`config.mk`:
```
export PLATFORM = sky130hd
export DESIGN_NAME = ex_mem_reg
export DESIGN_NICKNAME = d
export VERILOG_FILES = /design/src/rtl/ex_mem_reg.sv
export SDC_FILE = /design/constraint.sdc
export NUM_CORES = 1
export LEC_CHECK = 0
export BUFFER_PORTS_ARGS = -buffer_cell sky130_fd_sc_hd__buf_2
export CAP_MARGIN = 20
export CORE_MARGIN = 1.5
export CORE_UTILIZATION = 30
export DETAILED_ROUTE_END_ITERATION = 8
export PLACE_DENSITY_LB_ADDON = 0.15
export SYNTH_ARGS = -nofsm -noshare
export SYNTH_HDL_FRONTEND = slang
export SYNTH_SLANG_ARGS = --single-unit
export TNS_END_PERCENT = 20
```
`constraint.sdc`:
```
create_clock -name clk -period 1.23 [get_ports clk]
set_input_delay 0.1845 -clock clk [delete_from_list [all_inputs] [get_ports clk]]
set_output_delay 0.1845 -clock clk [all_outputs]
set_load 0.01 [all_outputs]
```
`src/rtl/ex_mem_reg.sv`:
```
`default_nettype none
// ============================================================================
//  Module   : ex_mem_reg
//  Purpose  : EX/MEM pipeline register of the five-stage MIPS pipeline.
//             Captures the Execute-stage ALU result, zero flag, store data,
//             branch target, destination register and downstream control
//             bits. Supports stall (hold) and flush (bubble insertion).
//             Branch-resolution, forwarding and load-use outputs are decoded
//             only from registered state.
//  Ports    : clk, rst_n (async active-low), stall, flush
//             ex_*  : Execute-stage inputs (valid, data, control)
//             mem_* : registered copies presented to the Memory stage
//             pc_src, fwd_en, fwd_reg, fwd_data, load_pending : decoded
//             stat_stall_cnt, stat_bubble_cnt : only with EX_MEM_STATS_EN
//  Options  : `define EX_MEM_STATS_EN adds saturating stall/bubble counters
//  Revision : 1.0  initial release
// ============================================================================
module ex_mem_reg #(
    parameter int DATA_W = 32,
    parameter int REG_W  = 5
) (
    input  logic              clk,
    input  logic              rst_n,
    input  logic              stall,
    input  logic              flush,
    input  logic              ex_valid,
    input  logic [DATA_W-1:0] ex_result,
    input  logic              ex_zero,
    input  logic [DATA_W-1:0] ex_store_data,
    input  logic [DATA_W-1:0] ex_branch_target,
    input  logic [REG_W-1:0]  ex_write_reg,
    input  logic              ex_reg_write,
    input  logic              ex_mem_read,
    input  logic              ex_mem_write,
    input  logic              ex_mem_to_reg,
    input  logic              ex_branch,
    output logic              mem_valid,
    output logic [DATA_W-1:0] mem_result,
    output logic [DATA_W-1:0] mem_store_data,
    output logic [DATA_W-1:0] mem_branch_target,
    output logic              mem_zero,
    output logic [REG_W-1:0]  mem_write_reg,
    output logic              mem_reg_write,
    output logic              mem_mem_read,
    output logic              mem_mem_write,
    output logic              mem_mem_to_reg,
    output logic              mem_branch,
    output logic              pc_src,
    output logic              fwd_en,
    output logic [REG_W-1:0]  fwd_reg,
    output logic [DATA_W-1:0] fwd_data,
    output logic              load_pending
`ifdef EX_MEM_STATS_EN
    ,
    output logic [31:0]       stat_stall_cnt,
    output logic [31:0]       stat_bubble_cnt
`endif
);

    logic              r_valid_q,  w_valid_d;
    logic [DATA_W-1:0] r_result_q, w_result_d;
    logic [DATA_W-1:0] r_sdata_q,  w_sdata_d;
    logic [DATA_W-1:0] r_target_q, w_target_d;
    logic              r_zero_q,   w_zero_d;
    logic [REG_W-1:0]  r_wreg_q,   w_wreg_d;
    logic              r_rw_q,     w_rw_d;
    logic              r_mr_q,     w_mr_d;
    logic              r_mw_q,     w_mw_d;
    logic              r_m2r_q,    w_m2r_d;
    logic              r_br_q,     w_br_d;

    // Next-state selection: flush beats stall beats load.
    always_comb begin
        w_valid_d  = r_valid_q;
        w_result_d = r_result_q;
        w_sdata_d  = r_sdata_q;
        w_target_d = r_target_q;
        w_zero_d   = r_zero_q;
        w_wreg_d   = r_wreg_q;
        w_rw_d     = r_rw_q;
        w_mr_d     = r_mr_q;
        w_mw_d     = r_mw_q;
        w_m2r_d    = r_m2r_q;
        w_br_d     = r_br_q;
        if (flush) begin
            w_valid_d  = 1'b0;
            w_result_d = '0;
            w_sdata_d  = '0;
            w_target_d = '0;
            w_zero_d   = 1'b0;
            w_wreg_d   = '0;
            w_rw_d     = 1'b0;
            w_mr_d     = 1'b0;
            w_mw_d     = 1'b0;
            w_m2r_d    = 1'b0;
            w_br_d     = 1'b0;
        end else if (!stall) begin
            w_valid_d  = ex_valid;
            w_result_d = ex_result;
            w_sdata_d  = ex_store_data;
            w_target_d = ex_branch_target;
            w_zero_d   = ex_zero;
            w_wreg_d   = ex_write_reg;
            // Control bits of a non-instruction must never have side effects;
            // writes to $zero are dropped here so forwarding never sees them.
            w_rw_d     = ex_valid & ex_reg_write & (ex_write_reg != '0);
            w_mr_d     = ex_valid & ex_mem_read;
            w_mw_d     = ex_valid & ex_mem_write;
            w_m2r_d    = ex_valid & ex_mem_to_reg;
            w_br_d     = ex_valid & ex_branch;
        end
    end

    always_ff @(posedge clk or negedge rst_n) begin
        if (!rst_n) begin
            r_valid_q  <= 1'b0;
            r_result_q <= '0;
            r_sdata_q  <= '0;
            r_target_q <= '0;
            r_zero_q   <= 1'b0;
            r_wreg_q   <= '0;
            r_rw_q     <= 1'b0;
            r_mr_q     <= 1'b0;
            r_mw_q     <= 1'b0;
            r_m2r_q    <= 1'b0;
            r_br_q     <= 1'b0;
        end else begin
            r_valid_q  <= w_valid_d;
            r_result_q <= w_result_d;
            r_sdata_q  <= w_sdata_d;
            r_target_q <= w_target_d;
            r_zero_q   <= w_zero_d;
            r_wreg_q   <= w_wreg_d;
            r_rw_q     <= w_rw_d;
            r_mr_q     <= w_mr_d;
            r_mw_q     <= w_mw_d;
            r_m2r_q    <= w_m2r_d;
            r_br_q     <= w_br_d;
        end
    end

    assign mem_valid         = r_valid_q;
    assign mem_result        = r_result_q;
    assign mem_store_data    = r_sdata_q;
    assign mem_branch_target = r_target_q;
    assign mem_zero          = r_zero_q;
    assign mem_write_reg     = r_wreg_q;
    assign mem_reg_write     = r_rw_q;
    assign mem_mem_read      = r_mr_q;
    assign mem_mem_write     = r_mw_q;
    assign mem_mem_to_reg    = r_m2r_q;
    assign mem_branch        = r_br_q;

    // Decoded strictly from registered state: no ex_* to output path.
    assign pc_src       = r_valid_q & r_br_q & r_zero_q;
    // A load's result is not available until after the Memory stage, so it
    // is flagged as pending rather than forwarded.
    assign fwd_en       = r_valid_q & r_rw_q & ~r_mr_q;
    assign fwd_reg      = r_wreg_q;
    assign fwd_data     = r_result_q;
    assign load_pending = r_valid_q & r_mr_q;

`ifdef EX_MEM_STATS_EN
    localparam logic [31:0] C_CNT_MAX = 32'hFFFF_FFFF;

    logic [31:0] r_stall_cnt_q,  w_stall_cnt_d;
    logic [31:0] r_bubble_cnt_q, w_bubble_cnt_d;

    always_comb begin
        w_stall_cnt_d  = r_stall_cnt_q;
        w_bubble_cnt_d = r_bubble_cnt_q;
        if (stall && !flush && (r_stall_cnt_q != C_CNT_MAX)) begin
            w_stall_cnt_d = r_stall_cnt_q + 32'd1;
        end
        // A bubble is any edge that writes valid=0: a flush, or a load of an
        // empty Execute slot. Held (stalled) edges load nothing.
        if ((flush || (!stall && !ex_valid)) && (r_bubble_cnt_q != C_CNT_MAX)) begin
            w_bubble_cnt_d = r_bubble_cnt_q + 32'd1;
        end
    end

    always_ff @(posedge clk or negedge rst_n) begin
        if (!rst_n) begin
            r_stall_cnt_q  <= '0;
            r_bubble_cnt_q <= '0;
        end else begin
            r_stall_cnt_q  <= w_stall_cnt_d;
            r_bubble_cnt_q <= w_bubble_cnt_d;
        end
    end

    assign stat_stall_cnt  = r_stall_cnt_q;
    assign stat_bubble_cnt = r_bubble_cnt_q;
`endif

endmodule
`default_nettype wire

```
# == Word-level counts from Yosys, hierarchy flattened ==
# Index checks and enable logic that the tools add are counted.
# classes
n_mux,22
n_eq_ne,1
shifts,0
order_cmp,0
multipliers,0
addsub,0
bitwise,12
reduce_logical,1
div,0
# op_table
op,count
32-bit two-way mux,6
1-bit two-way mux,14
1-bit bitwise AND,11
5-bit two-way mux,2
5-bit nonzero test,1
"2-bit by 1-bit inequality test with 1-bit output, second input constant",1
1-bit inverter,1
# word_totals
mem_count,0
latchBits,0
elab_cells,47
mem_bits_rw,0
mem_bits_ro,0
in_bits,112
regBits,108
output_inout_bits,148

# == Longest topological paths before layout ==
# Gate-level depths: netlist of the first run.
# depth
depth_word,4
ltp_mapped,4
depth_no_buf,3

# == Worst setup path after synthesis of the first run ==
# OpenSTA, ideal clock, no wires.
# synth_path
kind,input to register
from,input port ex_write_reg[2]
to,register r_rw_q (netlist: mem_reg_write)
setup_ns,0.129
t_required_ns,1.101
path_slack_ns,0.256
path_stages,3
n_path_buf,0
arrival_ns,0.844
path_cell_list,or4_1 -> nor2_1 -> o41ai_1
# synth_between
elab_chain_cells,4
# synth_lines
element,line,rtl
from (decl),31,"input logic [REG_W-1:0] ex_write_reg,"
5-bit nonzero test,106,w_rw_d = ex_valid & ex_reg_write & (ex_write_reg != '0);
1-bit bitwise AND,106,
1-bit two-way mux,97,end else if (!stall) begin
1-bit two-way mux,85,if (flush) begin
to (signal assigned),134,r_rw_q <= w_rw_d;
to (decl),66,"logic r_rw_q, w_rw_d;"
# Every way passes these cells. The select of a mux whose other input is x is not followed.
# A chain may end at the register's enable or synchronous reset.

# == Worst setup path in the final report of the first run ==
# layout_path
from,register r_zero_q (netlist: mem_zero)
to,output port pc_src
# layout_between
elab_chain_cells,1
# layout_lines
element,line,rtl
from (decl),64,"logic r_zero_q, w_zero_d;"
from (signal assigned),132,r_zero_q <= w_zero_d;
1-bit bitwise AND,155,assign pc_src = r_valid_q & r_br_q & r_zero_q;
to (decl),48,"output logic pc_src,"
# Every way passes these cells.

==> impl_metrics.py, run 1 <==
metrics = {
    "outcome": {
        "status": "finished, final reports clean",
    },
    "pwr": {
        "ir_drop_uv": 696,
        "finalPower_mw": 7.94,
        "powerDensity_nw_per_um2": 1250,
        "p_leak_nw": 3.73,
    },
    "drt": {
        "dr.pass1.iters": 5,
        "wl_per_cell_microns": 13.6,
        "vias_per_cell": 4.28,
        "drt-initial-drc-count": 96,
        "drcViolationCount": 0,
        "ant_nets": 0,
        "vias": 3590,
        "drt_wl_total_microns": 11400,
    },
    "critical_path": {
        "worstPathMaxFanout": 3,
        "cp.arrival_ns": 1.04,
        "crit_type": "reg -> out",
        "required_ns": 1.05,
        "start_kind": "register",
        "end_kind": "output pin",
    },
    "cells_and_area": {
        "stdcell_area_sq_um": 6350,
        "fin_util": 0.413,
        "insertedDiodeCount": 0,
        "nNetsFinal": 736,
        "syn_to_final_growth_pct": 33.3,
        "drive_gt1_frac": 0.467,
    },
    "cts": {
        "cts_root_buf": "clkbuf_16",
        "path_clk_slew_ns": 0.07,
        "clkLatencyLatePin_ns": 0.34,
        "clockBufferDepth": 2,
        "cts_tree": "done",
        "htreeDepth": 3,
        "clock_sinks": 108,
        "cts_buffers": 9,
    },
    "logic_synthesis": {
        "synth_common_cells": "108 x dfrtp_1, 108 x nor2_1, 102 x mux2i_1, 37 x buf_4, 9 x buf_12",
        "ys_types": 18,
        "syn_nets": 506,
        "yosysTopAreaCellShare": 0.568,
        "synth-async-reset-ratio": 1.00,
        "synth_seq_area_share": 0.568,
        "syn_inst": 394,
        "synth_area_sq_um": 4760,
        "synth_top_cell_by_area": "dfrtp_1",
        "ys.flop_type": "dfrtp_1",
        "synth_edf_count": 0,
        "yosys_warnings": 0,
        "syn_area_per_cell_sq_um": 12.1,
        "synth_seq_cells": 108,
        "ys_top_cells_by_area": "dfrtp_1 57%, mux2i_1 21%, nor2_1 8.5%",
    },
    "timing": {
        "fmax_mhz": 817,
        "setup_ws_ns": 0.00675,
        "fin_skew_ns": 0,
        "period_share": 0.995,
        "hold_ws_ns": 0.0796,
        "slew_headroom": 0.750,
        "setup_viol": 0,
        "maxSlewViolCount": 0,
        "hold_violations": 0,
        "min_period_ns": 1.22,
        "rsz0062_at_grt": "yes",
        "worst_slew_pin_slew_ns": 0.374,
    },
    "global_route": {
        "grt_pass1_wl_microns": 18000,
        "grt.overflow.total": 0,
        "grt_pass1_vias": 3567,
        "globalRouteTotalUtil": 0.138,
        "antenna_found_initial": 0,
        "grt_max_degree": 48,
    },
    "floorplanning": {
        "die_h_microns": 129,
        "pin_count": 260,
        "die-area_sq_um": 16600,
        "die_x_microns": 129,
        "start_util": 0.310,
        "num_rows": 45,
        "core_area_sq_um": 15400,
    },
    "placement": {
        "io_buffers": 259,
        "preCtsSetupSlack_ns": 0.0835,
        "dpl_cell_area_sq_um": 6040,
        "hpwl_microns": 8520,
        "gp_congestion": 0.698,
    },
    "run": {
        "cap_violations": 0,
    },
    "worst_hold_path": {
        "hold_class": "in -> reg",
    },
}
## cell type report
type | count | area, sq um
Clock buffer | 11 | 243
Clock inverter | 4 | 50.0
Fill cell | 1558 | 9020
Multi-Input combinational cell | 225 | 1520
Sequential cell | 108 | 2700
Tap cell | 211 | 264
Timing Repair Buffer | 280 | 1570
## metrics by stage
stage                     setup TNS [ns]  cells
final                                  0    839
after global routing              -0.123    839
after CTS                        -0.0463    838
after detailed placement               0    822
after global placement                 0    822
after floorplan                        0    394
## critical path, stage by stage (launching register included)
cell and delay [ns]:
dfrtp_1 0.39, and3_1 0.18, buf_2 0.13
## power by group
part           internal (mW)  total [mW]  switching [mW]  leakage (nW)
combinational          0.581        1.21           0.634          2.16
sequential              3.75        3.87           0.123          1.44
clock                   1.62        2.86            1.24         0.138
## layer usage
| metal | part of all wire | global-route usage | up-vias | wire, microns |
|---|---|---|---|---|
| met1 | 0.42 | 0.170 | 1723 | 4820 |
| met2 | 0.49 | 0.230 | 143 | 5600 |
| met4 | 0.011 | 0.0516 | 0 | 124 |
| li1 | - | - | 1716 | - |
| met5 | 0 | 0 | - | 0 |
| met3 | 0.075 | 0.0399 | 8 | 851 |
## logic make-up after synthesis
family	after synthesis	share of synthesized area
buffers and inverters	61	0.113
multiplexers	102	0.214
flip-flops	108	0.568
AND/OR/NAND/NOR	117	0.0962
AO/OA/AOI/OAI	6	0.00867
## cell usage in the layout, fill, tap and decap left out, types with 2 or more instances in the layout
cell        count
buf_2         256
nor2_1        108
mux2i_1       102
nand3b_1        2
a21oi_1         2
buf_4          14
buf_12          8
nand2_1         3
clkinvlp_4      2
clkbuf_16       9
a22oi_1         3
dfrtp_1       108
## path summary, 6_finish.rpt
kind / startpoint / to / slack (ns) / depth (start not counted)
worst min register to register: mem_store_data[2]$_DFFE_PN0P_ / mem_store_data[2]$_DFFE_PN0P_ / 0.52 / 2
worst max-delay path: mem_zero$_DFFE_PN0P_ / pc_src / 0.007 / 2
min in group asynchronous: rst_n / mem_branch_target[30]$_DFFE_PN0P_ / 0.27 / 2
worst max register to register: mem_reg_write$_DFFE_PN0P_ / mem_reg_write$_DFFE_PN0P_ / 0.39 / 3
worst min-delay path: ex_branch_target[26] / mem_branch_target[26]$_DFFE_PN0P_ / 0.08 / 3
max in group asynchronous: rst_n / fwd_data[21]$_DFFE_PN0P_ / 0.41 / 3
## repair_timing
item | in CTS | in global routing
endpoints found under the hold margin | 18 | 0
endpoints found under the setup margin | 3 | 3
gates resized for setup | 0 | 0
hold buffers | 1 | 0
pin swaps | 2 | 0
setup buffers | 0 | 1
No activity file was read; power rests on OpenSTA's default activity.
==> inputs of run 2 (changes only) <==
BUFFER_PORTS_ARGS = unset   (was -buffer_cell sky130_fd_sc_hd__buf_2)
DONT_BUFFER_PORTS = 1   (was unset)
==> run 2 against run 1 <==
Compared with the run above: the flow now finishes with violations (negative hold slack); sequential share of layout area is 14 points higher; register-to-register slack better by 0.02 ns; sequential power is 5% higher; via count shrank 28%; routed wire length shrank 13%; fmax is 2.3% higher; hold slack got worse by 0.56 ns; count of clock-buffer cells in the layout down 1.
==> impl_metrics.py, run 2 (same netlist as run 1, synthesis figures left out) <==
metrics = {
    "placement": {
        "dp_cells": 544,
        "io_buffers": 0,
        "preCtsSetupSlack_ns": 0.162,
        "hpwl_microns": 6420,
        "dpl_cell_area_sq_um": 4490,
        "gp_congestion": 0.699,
    },
    "drt": {
        "ant_nets": 0,
        "vias_per_cell": 4.64,
        "dr.max_layer_used": "met4",
        "dr.pass1.iters": 4,
        "wl_met1_microns": 3910,
        "dr_wl_met3_microns": 1010,
        "drcViolationCount": 0,
        "drt-initial-drc-count": 80,
        "drt_wl_total_microns": 9860,
        "met2WireLength_microns": 4800,
        "wl_per_cell_microns": 17.6,
        "vias": 2601,
    },
    "global_route": {
        "grt.overflow.total": 0,
        "globalRouteTotalUtil": 0.118,
        "grt_max_degree": 112,
        "grt_pass1_wl_microns": 14800,
        "grt_pass1_vias": 2700,
        "antenna_found_initial": 0,
    },
    "cts": {
        "clockBufferDepth": 2,
        "cts_buffers": 9,
        "cts_root_buf": "clkbuf_16",
        "clkLatencyLatePin_ns": 0.35,
        "clock_sinks": 108,
        "cts_tree": "done",
        "path_clk_slew_ns": 0.07,
        "htreeDepth": 3,
        "cts_setup_buffers": 0,
    },
    "floorplanning": {
        "die_h_microns": 129,
        "die_x_microns": 129,
        "core_area_sq_um": 15400,
        "pin_count": 260,
        "start_util": 0.310,
        "num_rows": 45,
        "die-area_sq_um": 16600,
    },
    "critical_path": {
        "r2r_end": "mem_mem_read$_DFFE_PN0P_",
        "timing.rr.start": "mem_mem_read$_DFFE_PN0P_",
        "cp.arrival_ns": 1.01,
        "r2r_cells": 2,
        "cp_slowest_cell": "dfrtp_2",
        "worstPathMaxFanout": 5,
        "end_kind": "output pin",
        "crit_buf_inv": 0,
        "crit_type": "reg -> out",
        "crit_chain": "and3_4",
        "critPathMaxStageDelay_ns": 0.47,
        "rrSetupSlack_ns": 0.41,
        "required_ns": 1.05,
        "crit_family": "flip-flops",
        "start_kind": "register",
    },
    "pwr": {
        "internal-power_mw": 5.34,
        "pwr-share-clk": 0.385,
        "swShare": 0.250,
        "ir_drop_uv": 595,
        "combinationalPowerShare": 0.045,
        "p_leak_nw": 2.38,
        "p_sw_mw": 1.78,
        "powerDensity_nw_per_um2": 1490,
        "seq_power_share": 0.569,
    },
    "timing": {
        "finalSetupTns_ns": 0,
        "rsz0062_at_grt": "yes",
        "min_period_ns": 1.20,
        "setup_ws_ns": 0.0341,
        "hold_violations": 210,
        "fmax_mhz": 836,
        "period_share": 0.972,
        "worst_slew_pin_slew_ns": 0.317,
        "slew_headroom": 0.788,
        "hold_ws_ns": -0.476,
        "fin_skew_ns": 0,
        "setup_viol": 0,
        "maxSlewViolCount": 0,
    },
    "cells_and_area": {
        "final_cells": 560,
        "drive_gt1_frac": 0.0659,
        "fin_util": 0.312,
        "nNetsFinal": 456,
        "stdcell_area_sq_um": 4790,
        "layout_commonest_cell": "nor2_1",
        "final_cell_mix": "107 x nor2_1, 104 x dfrtp_1, 102 x mux2i_1, 9 x clkbuf_16",
        "insertedDiodeCount": 0,
        "syn_to_final_growth_pct": 0.552,
    },
    "outcome": {
        "violations": "negative hold slack",
        "status": "complete, but fails checks",
    },
    "run": {
        "cap_violations": 0,
    },
    "worst_hold_path": {
        "hold_class": "in -> async",
    },
}
-- run 2: final cells by class --
| class | count | area (sq um) |
|---|---|---|
| Clock buffer | 10 | 229 |
| Multi-Input combinational cell | 225 | 1540 |
| Sequential cell | 108 | 2710 |
| Tap cell | 211 | 264 |
| Clock inverter | 6 | 50.0 |
| Fill cell | 1604 | 10600 |
-- run 2: how the worst max path moves through the flow --
stage,slack (ns),from,end,depth (start not counted)
after floorplan,0.26,ex_write_reg[2],mem_reg_write$_DFFE_PN0P_,3
after global placement,0.17,ex_write_reg[2],mem_reg_write$_DFFE_PN0P_,3
final,0.03,mem_valid$_DFFE_PN0P_,pc_src,1
after global routing,-0.02,mem_valid$_DFFE_PN0P_,pc_src,1
after CTS,0.001,mem_valid$_DFFE_PN0P_,pc_src,1
after detailed placement,0.16,ex_write_reg[2],mem_reg_write$_DFFE_PN0P_,3
-- run 2: per-stage QoR --
| step | hold slack [ns] | total power [mW] |
|---|---|---|
| 6_report | -0.476 | 7.12 |
| 5_1_grt | -0.507 | 7.47 |
| 4_1_cts | -0.495 | 7.27 |
| 3_5_place_dp | -0.107 | 4.46 |
| 3_3_place_gp | -0.109 | 4.44 |
| 2_1_floorplan | -0.111 | 4.64 |
-- run 2: metal layers --
metal  up-vias  GRT usage
met5         -          0
met4         0     0.0430
met3        12     0.0611
met2       149      0.188
met1      1284      0.136
li1       1156          -
-- run 2: repair_timing --
item | 4_1_cts | 5_1_grt
gates resized for setup | 2 | 7
gates cloned | 0 | 0
setup endpoints to repair | 3 | 3
hold endpoints to repair | 216 | 216
-- run 2: power groups by stage --
stage	Combinational (mW)	Clock, mW	Sequential (mW)
global route	0.371	3.01	4.09
finish	0.323	2.74	4.06
global placement	0.315	0	4.13
CTS	0.330	2.88	4.06
floorplan	0.618	0	4.02
detailed placement	0.335	0	4.12
==> inputs of run 3 (changes only) <==
PLACE_DENSITY = 0.41   (was unset)
PLACE_DENSITY_LB_ADDON = unset   (was 0.15)
==> run 3 against run 2 <==
Compared with the run above: the flow still finishes with violations (negative hold slack); sequential power barely moved; critical path type unchanged; count of clock-buffer cells in the layout grew 3; combinational power increased by 4%; global-route usage about the same.
==> impl_metrics.py, run 3 (same netlist as run 1, synthesis figures left out) <==
metrics = {
    "critical_path": {
        "crit_type": "reg -> out",
        "required_ns": 1.05,
        "critPathMaxStageDelay_ns": 0.43,
        "crit_family": "flip-flops",
        "start_kind": "register",
        "crit_chain": "and3_4",
        "end_kind": "output pin",
        "crit_buf_inv": 0,
        "cp_slowest_cell": "dfrtp_1",
        "worstPathMaxFanout": 3,
        "cp.arrival_ns": 0.99,
    },
    "cells_and_area": {
        "fin_util": 0.312,
        "layout_commonest_cell": "nor2_1",
        "stdcell_area_sq_um": 4800,
        "syn_to_final_growth_pct": 0.814,
        "n_fill_cell": 1596,
        "insertedDiodeCount": 0,
        "final_cell_mix": "107 x nor2_1, 104 x dfrtp_1, 102 x mux2i_1, 9 x clkbuf_16, 4 x dfrtp_2",
        "drive_gt1_frac": 0.0627,
        "nNetsFinal": 458,
        "final_cells": 562,
    },
    "pwr": {
        "powerDensity_nw_per_um2": 1480,
        "seq_power_share": 0.569,
        "swShare": 0.236,
        "finalPower_mw": 7.12,
        "p_sw_mw": 1.68,
        "pwr-share-clk": 0.384,
        "p_leak_nw": 2.41,
        "ir_drop_uv": 770,
        "combinationalPowerShare": 0.047,
        "internal-power_mw": 5.44,
    },
    "placement": {
        "dp_cells": 545,
        "io_buffers": 0,
        "gp_congestion": 0.697,
        "dpl_cell_area_sq_um": 4490,
        "hpwl_microns": 6410,
        "preCtsSetupSlack_ns": 0.193,
    },
    "outcome": {
        "violations": "negative hold slack",
        "status": "complete, but fails checks",
    },
    "cts": {
        "path_clk_slew_ns": 0.07,
        "clkLatencyLatePin_ns": 0.34,
        "htreeDepth": 3,
        "clock_sinks": 108,
        "cts_setup_buffers": 0,
        "cts_buffers": 9,
        "cts_root_buf": "clkbuf_16",
        "cts_tree": "done",
        "clockBufferDepth": 2,
        "hold_buffers": 1,
    },
    "drt": {
        "drt-initial-drc-count": 86,
        "vias_per_cell": 4.55,
        "drcViolationCount": 0,
        "wl_per_cell_microns": 17.8,
        "drt_wl_total_microns": 10000,
        "dr.pass1.iters": 3,
        "vias": 2559,
        "ant_nets": 0,
    },
    "global_route": {
        "grt.overflow.total": 0,
        "antenna_found_initial": 0,
        "grt_pass1_wl_microns": 14900,
        "globalRouteTotalUtil": 0.118,
        "grt_pass1_vias": 2653,
        "grt_max_degree": 110,
    },
    "timing": {
        "maxSlewViolCount": 0,
        "hold_ws_ns": -0.467,
        "slew_headroom": 0.735,
        "worst_slew_pin_slew_ns": 0.396,
        "fin_skew_ns": 0,
        "setup_ws_ns": 0.0550,
        "hold_violations": 216,
        "fmax_mhz": 851,
        "min_period_ns": 1.18,
        "setup_viol": 0,
        "period_share": 0.955,
        "rsz0062_at_grt": "yes",
        "finalSetupTns_ns": 0,
    },
    "floorplanning": {
        "core_area_sq_um": 15400,
        "die-area_sq_um": 16600,
        "die_h_microns": 129,
        "pin_count": 260,
        "start_util": 0.310,
        "die_x_microns": 129,
        "num_rows": 45,
    },
    "run": {
        "cap_violations": 0,
    },
    "worst_hold_path": {
        "hold_class": "in -> async",
    },
}
run 3: changes by cell type in the layout (fill, tap and decap cells not counted):
| cell | before | now |
|---|---|---|
| dlygate4sd3_1 | 0 | 1 |
| inv_8 | 1 | 0 |
| nor2_2 | 0 | 1 |
| clkbuf_8 | 0 | 2 |
| clkbuf_1 | 1 | 2 |
| nand2_1 | 2 | 3 |
| nand2_2 | 1 | 0 |
| clkinvlp_4 | 4 | 1 |
| clkinv_2 | 0 | 1 |
| nor2_4 | 1 | 0 |
| buf_4 | 0 | 1 |
run 3: repair_timing:
item                                    in CTS  in global routing
endpoints found under the setup margin       1                  3
gates resized for setup                      3                  4
pin swaps                                    0                  1
hold endpoints to repair                   216                216
run 3: power groups by stage:
stage | Clock (mW) | Sequential, mW | Combinational, mW
floorplan | 0 | 4.02 | 0.618
global placement | 0 | 4.13 | 0.322
detailed placement | 0 | 4.12 | 0.341
CTS | 2.89 | 4.06 | 0.343
global route | 3.02 | 4.08 | 0.383
finish | 2.74 | 4.05 | 0.335
run 3: metal layers:
metal	vias to the layer above	GRT usage	wire length, microns
li1	1155	-	-
met5	-	0	0
met3	11	0.0570	1090
met1	1231	0.135	3870
met4	0	0.0482	182
met2	162	0.191	4880
run 3: worst paths after layout:
check	startpoint	end	slack [ns]	cells after the start
worst max-delay path	mem_branch$_DFFE_PN0P_	pc_src	0.05	1
worst min-delay path	rst_n	fwd_data[24]$_DFFE_PN0P_	-0.47	0
worst max register to register	fwd_data[2]$_DFFE_PN0P_	fwd_data[2]$_DFFE_PN0P_	0.35	2
worst min register to register	fwd_reg[1]$_DFFE_PN0P_	fwd_reg[1]$_DFFE_PN0P_	0.56	2
max in group asynchronous	rst_n	mem_branch_target[24]$_DFFE_PN0P_	1.56	0
min in group clk	flush	mem_branch_target[18]$_DFFE_PN0P_	-0.10	1
run 3: cell type report:
class | count | area [sq um] | share of cell area
clock buffer | 13 | 260 | 0.0542
clock inverter | 3 | 21.3 | 0.00443
multi-input combinational | 225 | 1530 | 0.319
sequential | 108 | 2710 | 0.564
tap | 211 | 264 | 0.0550
timing repair buffer | 2 | 17.5 | 0.00365
